### config.mk
export PLATFORM = sky130hd
export DESIGN_NAME = result_accumulator
export DESIGN_NICKNAME = d
export VERILOG_FILES = /design/src/rtl/result_acc_pkg.sv /design/src/rtl/result_out_slot.sv /design/src/rtl/result_accumulator.sv
export SDC_FILE = /design/constraint.sdc
export NUM_CORES = 1
export LEC_CHECK = 0
export BUFFER_PORTS_ARGS = -buffer_cell sky130_fd_sc_hd__buf_2
export CAP_MARGIN = 20
export CORE_AREA = 2 2 57 59
export DETAILED_ROUTE_END_ITERATION = 7
export DIE_AREA = 0 0 59 61
export GPL_TIMING_DRIVEN = 0
export PLACE_DENSITY = 0.77
export SLEW_MARGIN = 5
export SYNTH_ARGS = -nofsm -noshare
export SYNTH_HDL_FRONTEND = slang
export SYNTH_SLANG_ARGS = --single-unit
### constraint.sdc
create_clock -name clk -period 2.4 [get_ports clk]
set_input_delay 0.24 -clock clk [delete_from_list [all_inputs] [get_ports clk]]
set_output_delay 0.24 -clock clk [all_outputs]
set_load 0.005 [all_outputs]
### src/rtl/result_acc_pkg.sv
// result_accumulator shared types and constants.
// Sizes, FSM states and the window payload bundle.
package result_acc_pkg;

  localparam int RA_DATA_W = 4;
  localparam int RA_WINDOW = 4;

  function automatic int sum_w(input int data_w,
                               input int window);
    return data_w + $clog2(window);
  endfunction

  localparam int RA_SUM_W = sum_w(RA_DATA_W, RA_WINDOW);
  localparam int RA_CNT_W = $clog2(RA_WINDOW + 1);

  typedef enum logic [1:0] {
    ST_EMPTY,
    ST_ACCUM,
    ST_FLUSH
  } state_t;

  typedef struct packed {
    logic [RA_SUM_W-1:0]  sum;
    logic [RA_DATA_W-1:0] max;
    logic [RA_CNT_W-1:0]  count;
  } window_t;

endpackage

### src/rtl/result_out_slot.sv
// One-deep valid/ready holding register for a window payload.
// Ports: load_i/data_i fill, out_ready_i drains, valid_o/data_o/free_o.
module result_out_slot
  import result_acc_pkg::*;
#(
  parameter type T = window_t
) (
  input  logic clk,
  input  logic rst_n,
  input  logic load_i,
  input  T     data_i,
  input  logic out_ready_i,
  output logic valid_o,
  output T     data_o,
  output logic free_o
);

  logic valid_q, valid_d;
  T     data_q, data_d;

  // A load in the same edge as a drain keeps the slot full.
  always_comb begin
    valid_d = load_i | (valid_q & ~out_ready_i);
    data_d  = load_i ? data_i : data_q;
  end

  always_ff @(posedge clk or negedge rst_n) begin
    if (!rst_n) begin
      valid_q <= 1'b0;
      data_q  <= '0;
    end else begin
      valid_q <= valid_d;
      data_q  <= data_d;
    end
  end

  assign valid_o = valid_q;
  assign data_o  = data_q;
  assign free_o  = ~valid_q | out_ready_i;

endmodule

### src/rtl/result_accumulator.sv
// Windowed sum/max/count of a sample stream with flush.
// Ports: in_valid/in_data/in_ready, flush, out_* valid/ready window.
module result_accumulator
  import result_acc_pkg::*;
#(
  parameter  int DATA_W = RA_DATA_W,
  parameter  int WINDOW = RA_WINDOW,
  localparam int SUM_W  = sum_w(DATA_W, WINDOW),
  localparam int CNT_W  = $clog2(WINDOW + 1)
) (
  input  logic              clk,
  input  logic              rst_n,
  input  logic              in_valid,
  input  logic [DATA_W-1:0] in_data,
  output logic              in_ready,
  input  logic              flush,
  output logic              out_valid,
  input  logic              out_ready,
  output logic [SUM_W-1:0]  out_sum,
  output logic [DATA_W-1:0] out_max,
  output logic [CNT_W-1:0]  out_count
);

  logic [SUM_W-1:0]  acc_q, acc_d, acc_nx;
  logic [DATA_W-1:0] max_q, max_d, max_nx;
  logic [CNT_W-1:0]  cnt_q, cnt_d;
  state_t            state_q, state_d;

  logic    slot_free, slot_load;
  window_t slot_din, slot_dout;
  logic    flush_pend, last, accept;

  assign flush_pend = (state_q == ST_FLUSH);
  assign last       = (cnt_q == CNT_W'(WINDOW - 1));

  // Only the window-completing sample waits on a blocked slot.
  assign in_ready = ~flush_pend & ~(~slot_free & last);
  assign accept   = in_valid & in_ready;

  assign acc_nx = acc_q + SUM_W'(in_data);
  assign max_nx = (in_data > max_q) ? in_data : max_q;

  always_comb begin
    acc_d     = acc_q;
    max_d     = max_q;
    cnt_d     = cnt_q;
    state_d   = state_q;
    slot_load = 1'b0;
    slot_din  = '0;
    unique case (state_q)
      ST_FLUSH: begin
        if (slot_free) begin
          if (cnt_q != '0) begin
            slot_load      = 1'b1;
            slot_din.sum   = acc_q;
            slot_din.max   = max_q;
            slot_din.count = cnt_q;
          end
          acc_d   = '0;
          max_d   = '0;
          cnt_d   = '0;
          state_d = ST_EMPTY;
        end
      end
      ST_EMPTY, ST_ACCUM: begin
        if (accept) begin
          if (last) begin
            slot_load      = 1'b1;
            slot_din.sum   = acc_nx;
            slot_din.max   = max_nx;
            slot_din.count = CNT_W'(WINDOW);
            acc_d          = '0;
            max_d          = '0;
            cnt_d          = '0;
          end else begin
            acc_d = acc_nx;
            max_d = max_nx;
            cnt_d = cnt_q + 1'b1;
          end
        end
        // The sample of this cycle is already folded in above.
        if (flush) begin
          state_d = ST_FLUSH;
        end else if (cnt_d == '0) begin
          state_d = ST_EMPTY;
        end else begin
          state_d = ST_ACCUM;
        end
      end
      default: state_d = ST_EMPTY;
    endcase
  end

  always_ff @(posedge clk or negedge rst_n) begin
    if (!rst_n) begin
      acc_q   <= '0;
      max_q   <= '0;
      cnt_q   <= '0;
      state_q <= ST_EMPTY;
    end else begin
      acc_q   <= acc_d;
      max_q   <= max_d;
      cnt_q   <= cnt_d;
      state_q <= state_d;
    end
  end

  result_out_slot #(
    .T(window_t)
  ) u_slot (
    .clk        (clk),
    .rst_n      (rst_n),
    .load_i     (slot_load),
    .data_i     (slot_din),
    .out_ready_i(out_ready),
    .valid_o    (out_valid),
    .data_o     (slot_dout),
    .free_o     (slot_free)
  );

  assign out_sum   = slot_dout.sum;
  assign out_max   = slot_dout.max;
  assign out_count = slot_dout.count;

endmodule

==> flow_results.xml <==
<?xml version="1.0" encoding="UTF-8"?>
<metrics>
  <group name="sta">
    <metric name="worst_slew_pin_slew" unit="ns">0.637</metric>
    <metric name="finalSetupViolations" unit="">0</metric>
    <metric name="fin_skew" unit="ns">0.00373</metric>
    <metric name="final_min_period_over_clock_period" unit="%">81.0</metric>
    <metric name="minimum_clock_period" unit="ns">1.94</metric>
    <metric name="max_clock_freq" unit="MHz">514</metric>
    <metric name="postLayoutSetupSlackWorst" unit="ns">0.455</metric>
    <metric name="slew-limit-headroom" unit="%">57.6</metric>
    <metric name="hold_viol" unit="">0</metric>
    <metric name="slew_viol_final" unit="">0</metric>
    <metric name="final_tns_setup" unit="ns">0</metric>
    <metric name="setup_repair_after_global_routing_missed_its_margin" unit="">false</metric>
  </group>
  <group name="grt">
    <metric name="overflow" unit="">0</metric>
    <metric name="gr-usage-all-layers" unit="%">22.8</metric>
    <metric name="first_global_vias" unit="">1241</metric>
    <metric name="antenna_violations_before_repair" unit="">0</metric>
    <metric name="grt_pass1_wl" unit="µm">5910</metric>
    <metric name="grt_start_max_net_pins" unit="">30</metric>
  </group>
  <group name="cells_and_area">
    <metric name="utilization" unit="%">62.3</metric>
    <metric name="final_nets" unit="">201</metric>
    <metric name="drive_gt1_share" unit="%">25.8</metric>
    <metric name="post_layout_nonfiller_instances" unit="">215</metric>
    <metric name="commonest_cells_after_routing_fill_and_taps_aside" unit="">dfrtp_1 (29), buf_2 (23), nand2_1 (17), ha_1 (10), and3_1 (9)</metric>
    <metric name="layout.cells.most_common" unit="">dfrtp_1</metric>
    <metric name="diodes" unit="">0</metric>
    <metric name="syn2layout_area_growth" unit="%">14.7</metric>
  </group>
  <group name="power">
    <metric name="power-per-cell-area" unit="mW/mm²">1090</metric>
    <metric name="static-leakage-power" unit="µW">0.000947</metric>
    <metric name="worst_ir_drop_vdd" unit="mV">0.542</metric>
  </group>
  <group name="route">
    <metric name="wire_per_inst" unit="µm">16.8</metric>
    <metric name="drc_errors" unit="">0</metric>
    <metric name="first_iter_violations" unit="">81</metric>
    <metric name="post_detailed_route_count_of_antenna_violating_nets" unit="">0</metric>
    <metric name="route.vias.total" unit="">1305</metric>
    <metric name="viasPerCell" unit="">6.07</metric>
    <metric name="postRouteWirelength" unit="µm">3620</metric>
    <metric name="drt_pre_antenna_iters" unit="">4</metric>
  </group>
  <group name="clock_network">
    <metric name="cts_max_level" unit="">2</metric>
    <metric name="clock_tree.buffer_depth" unit="">2</metric>
    <metric name="tritoncts_clock_tree" unit="">yes</metric>
    <metric name="cts_inserted_buffers" unit="">5</metric>
    <metric name="clock-root-buffer" unit="">clkbuf_4</metric>
    <metric name="clock-sinks" unit="">29</metric>
    <metric name="clk-insertion-delay-late" unit="ns">0.32</metric>
    <metric name="clock_pin_slew_on_the_worst_setup_and_hold_paths" unit="ns">0.09</metric>
  </group>
  <group name="synth">
    <metric name="netlist-cell-type-count" unit="">41</metric>
    <metric name="post_synth_instance_area" unit="mm²">0.00160</metric>
    <metric name="yosys_warnings" unit="">0</metric>
    <metric name="postSynth.asyncResetShare" unit="%">100</metric>
    <metric name="ys_seq_area_share" unit="%">45.2</metric>
    <metric name="yosys_most_used_dff" unit="">dfrtp_1</metric>
    <metric name="post_synth_edffs" unit="">0</metric>
    <metric name="synth_cells" unit="">150</metric>
    <metric name="synthesis.nets" unit="">170</metric>
    <metric name="ys_seq_elements" unit="">29</metric>
    <metric name="avgSynthCellArea" unit="µm²">10.7</metric>
  </group>
  <group name="critical_path">
    <metric name="startpoint_type" unit="">flip-flop</metric>
    <metric name="worst-path-max-fanout" unit="">10</metric>
    <metric name="required" unit="ns">2.61</metric>
    <metric name="worstSetupEndpointType" unit="">flip-flop</metric>
    <metric name="critical_path_arrival" unit="ns">2.16</metric>
    <metric name="timing.setup.critical_path_class" unit="">reg2reg</metric>
  </group>
  <group name="floorplanning">
    <metric name="io_pins" unit="">24</metric>
    <metric name="core_area" unit="mm²">0.00295</metric>
    <metric name="start_util" unit="%">54.3</metric>
    <metric name="die-area" unit="mm²">0.00360</metric>
    <metric name="die_height" unit="µm">61</metric>
    <metric name="dieWidth" unit="µm">59</metric>
    <metric name="placement_rows" unit="">20</metric>
  </group>
  <group name="place">
    <metric name="io_buffers" unit="">23</metric>
    <metric name="place.gp.congestion" unit="">0.892</metric>
    <metric name="post-dp-hpwl" unit="µm">2580</metric>
    <metric name="pre_cts_slack" unit="ns">0.444</metric>
    <metric name="dp.cells" unit="">206</metric>
  </group>
  <group name="flow_run">
    <metric name="cap_viol_max_count" unit="">0</metric>
  </group>
  <group name="hold_path">
    <metric name="min-delay-path-class" unit="">in2reg</metric>
  </group>
  <group name="run_status">
    <metric name="run_status" unit="">finished clean</metric>
  </group>
</metrics>
layer usage:
metal	track usage, %	up-vias	wire length [µm]	share of wire, %
li1	-	616	-	-
met1	29.1	638	1580	44
met2	36.5	44	1760	49
met3	5.12	7	212	5.9
met4	11.4	0	61	1.7
met5	0	-	0	0
state kept, by name, summed over array words and instances (netlist names):
signal          count
u_slot.data_o      13
max_q               4
cnt_q               3
state_q             2
u_slot.valid_o      1
acc_q               6
cells by family after synthesis:
| group | after synthesis | share of synthesized area (%) |
|---|---|---|
| compound gates | 42 | 20.0 |
| xor+xnor | 2 | 1.09 |
| fa+ha+maj | 12 | 9.67 |
| buf+inv | 10 | 3.04 |
| flops | 29 | 45.2 |
| mux | 2 | 1.25 |
| simple gates | 53 | 19.7 |
final cells by class:
type                       count  area [µm²]
timing repair buffer          24         125
clock inverter                 1        5.00
buffer                         2        18.8
inverter                       8        30.0
clock buffer                   7        65.1
fill                         259        1110
sequential                    29         726
multi-input combinational    111         830
tap                           33        41.3
final timing paths:
path	slack, ns	endpoint	cells after the start	startpoint
max	0.46	u_slot.data_o[6]$_DFFE_PN0P_	6	cnt_q[0]$_DFFE_PN0P_
min	0.08	state_q[0]$_DFFE_PN0P_	2	flush
max reg2reg	0.46	u_slot.data_o[6]$_DFFE_PN0P_	6	cnt_q[0]$_DFFE_PN0P_
min reg2reg	0.48	u_slot.data_o[8]$_DFFE_PN0P_	2	u_slot.data_o[8]$_DFFE_PN0P_
max in group asynchronous	1.52	acc_q[5]$_DFFE_PN0P_	2	rst_n
min in group asynchronous	0.46	state_q[0]$_DFFE_PN0P_	2	rst_n
metrics by stage:
stage / cell area, µm² / hold WS (ns) / power, µW
2_1_floorplan: 1600 / -0.0556 / 1380
3_3_place_gp: 1760 / 0.285 / 1620
6_report: 1840 / 0.0835 / 2010
5_1_grt: 1840 / 0.0703 / 2170
3_5_place_dp: 1760 / 0.296 / 1670
4_1_cts: 1840 / 0.0667 / 2020
power by group:
part           total [µW]  internal [µW]  switching [µW]  leakage (µW)
Combinational         858            407             451      0.000523
Clock                 337            170             167     0.0000413
Sequential            815            669             145      0.000383
Total                2010           1250             764      0.000947
synth_stat cells (2+ instances only):
| cell type | number | area, µm² |
|---|---|---|
| and3_1 | 9 | 56.3 |
| nand2_1 | 17 | 63.8 |
| a21oi_1 | 6 | 30.0 |
| and2_1 | 4 | 25.0 |
| a31o_2 | 3 | 26.3 |
| nor2_1 | 5 | 18.8 |
| nor2b_1 | 3 | 18.8 |
| ha_1 | 10 | 125 |
| a22oi_1 | 3 | 22.5 |
| dfrtp_1 | 29 | 726 |
| xnor2_1 | 2 | 17.5 |
| o22ai_1 | 2 | 12.5 |
| o31ai_1 | 2 | 15.0 |
| nand2b_1 | 3 | 18.8 |
| nor2_2 | 3 | 18.8 |
| a221o_1 | 5 | 50.1 |
| o21ai_0 | 6 | 30.0 |
| mux2i_1 | 2 | 20.0 |
| inv_1 | 8 | 30.0 |
| nand2b_4 | 2 | 27.5 |
| a22o_1 | 6 | 52.6 |
worst max-delay path, stage by stage (launching register included):
cell	delay [ns]
dfrtp_1	0.44
ha_1	0.31
nand2b_4	0.09
nor3_4	0.36
nor2_2	0.12
buf_6	0.17
a221o_1	0.35
timing repair:
item,4_1_cts,5_1_grt
gates resized for setup,0,0
endpoints found under the hold margin,29,0
setup buffers,0,0
hold buffers,1,0
No activity file was read; power rests on OpenSTA's default activity.
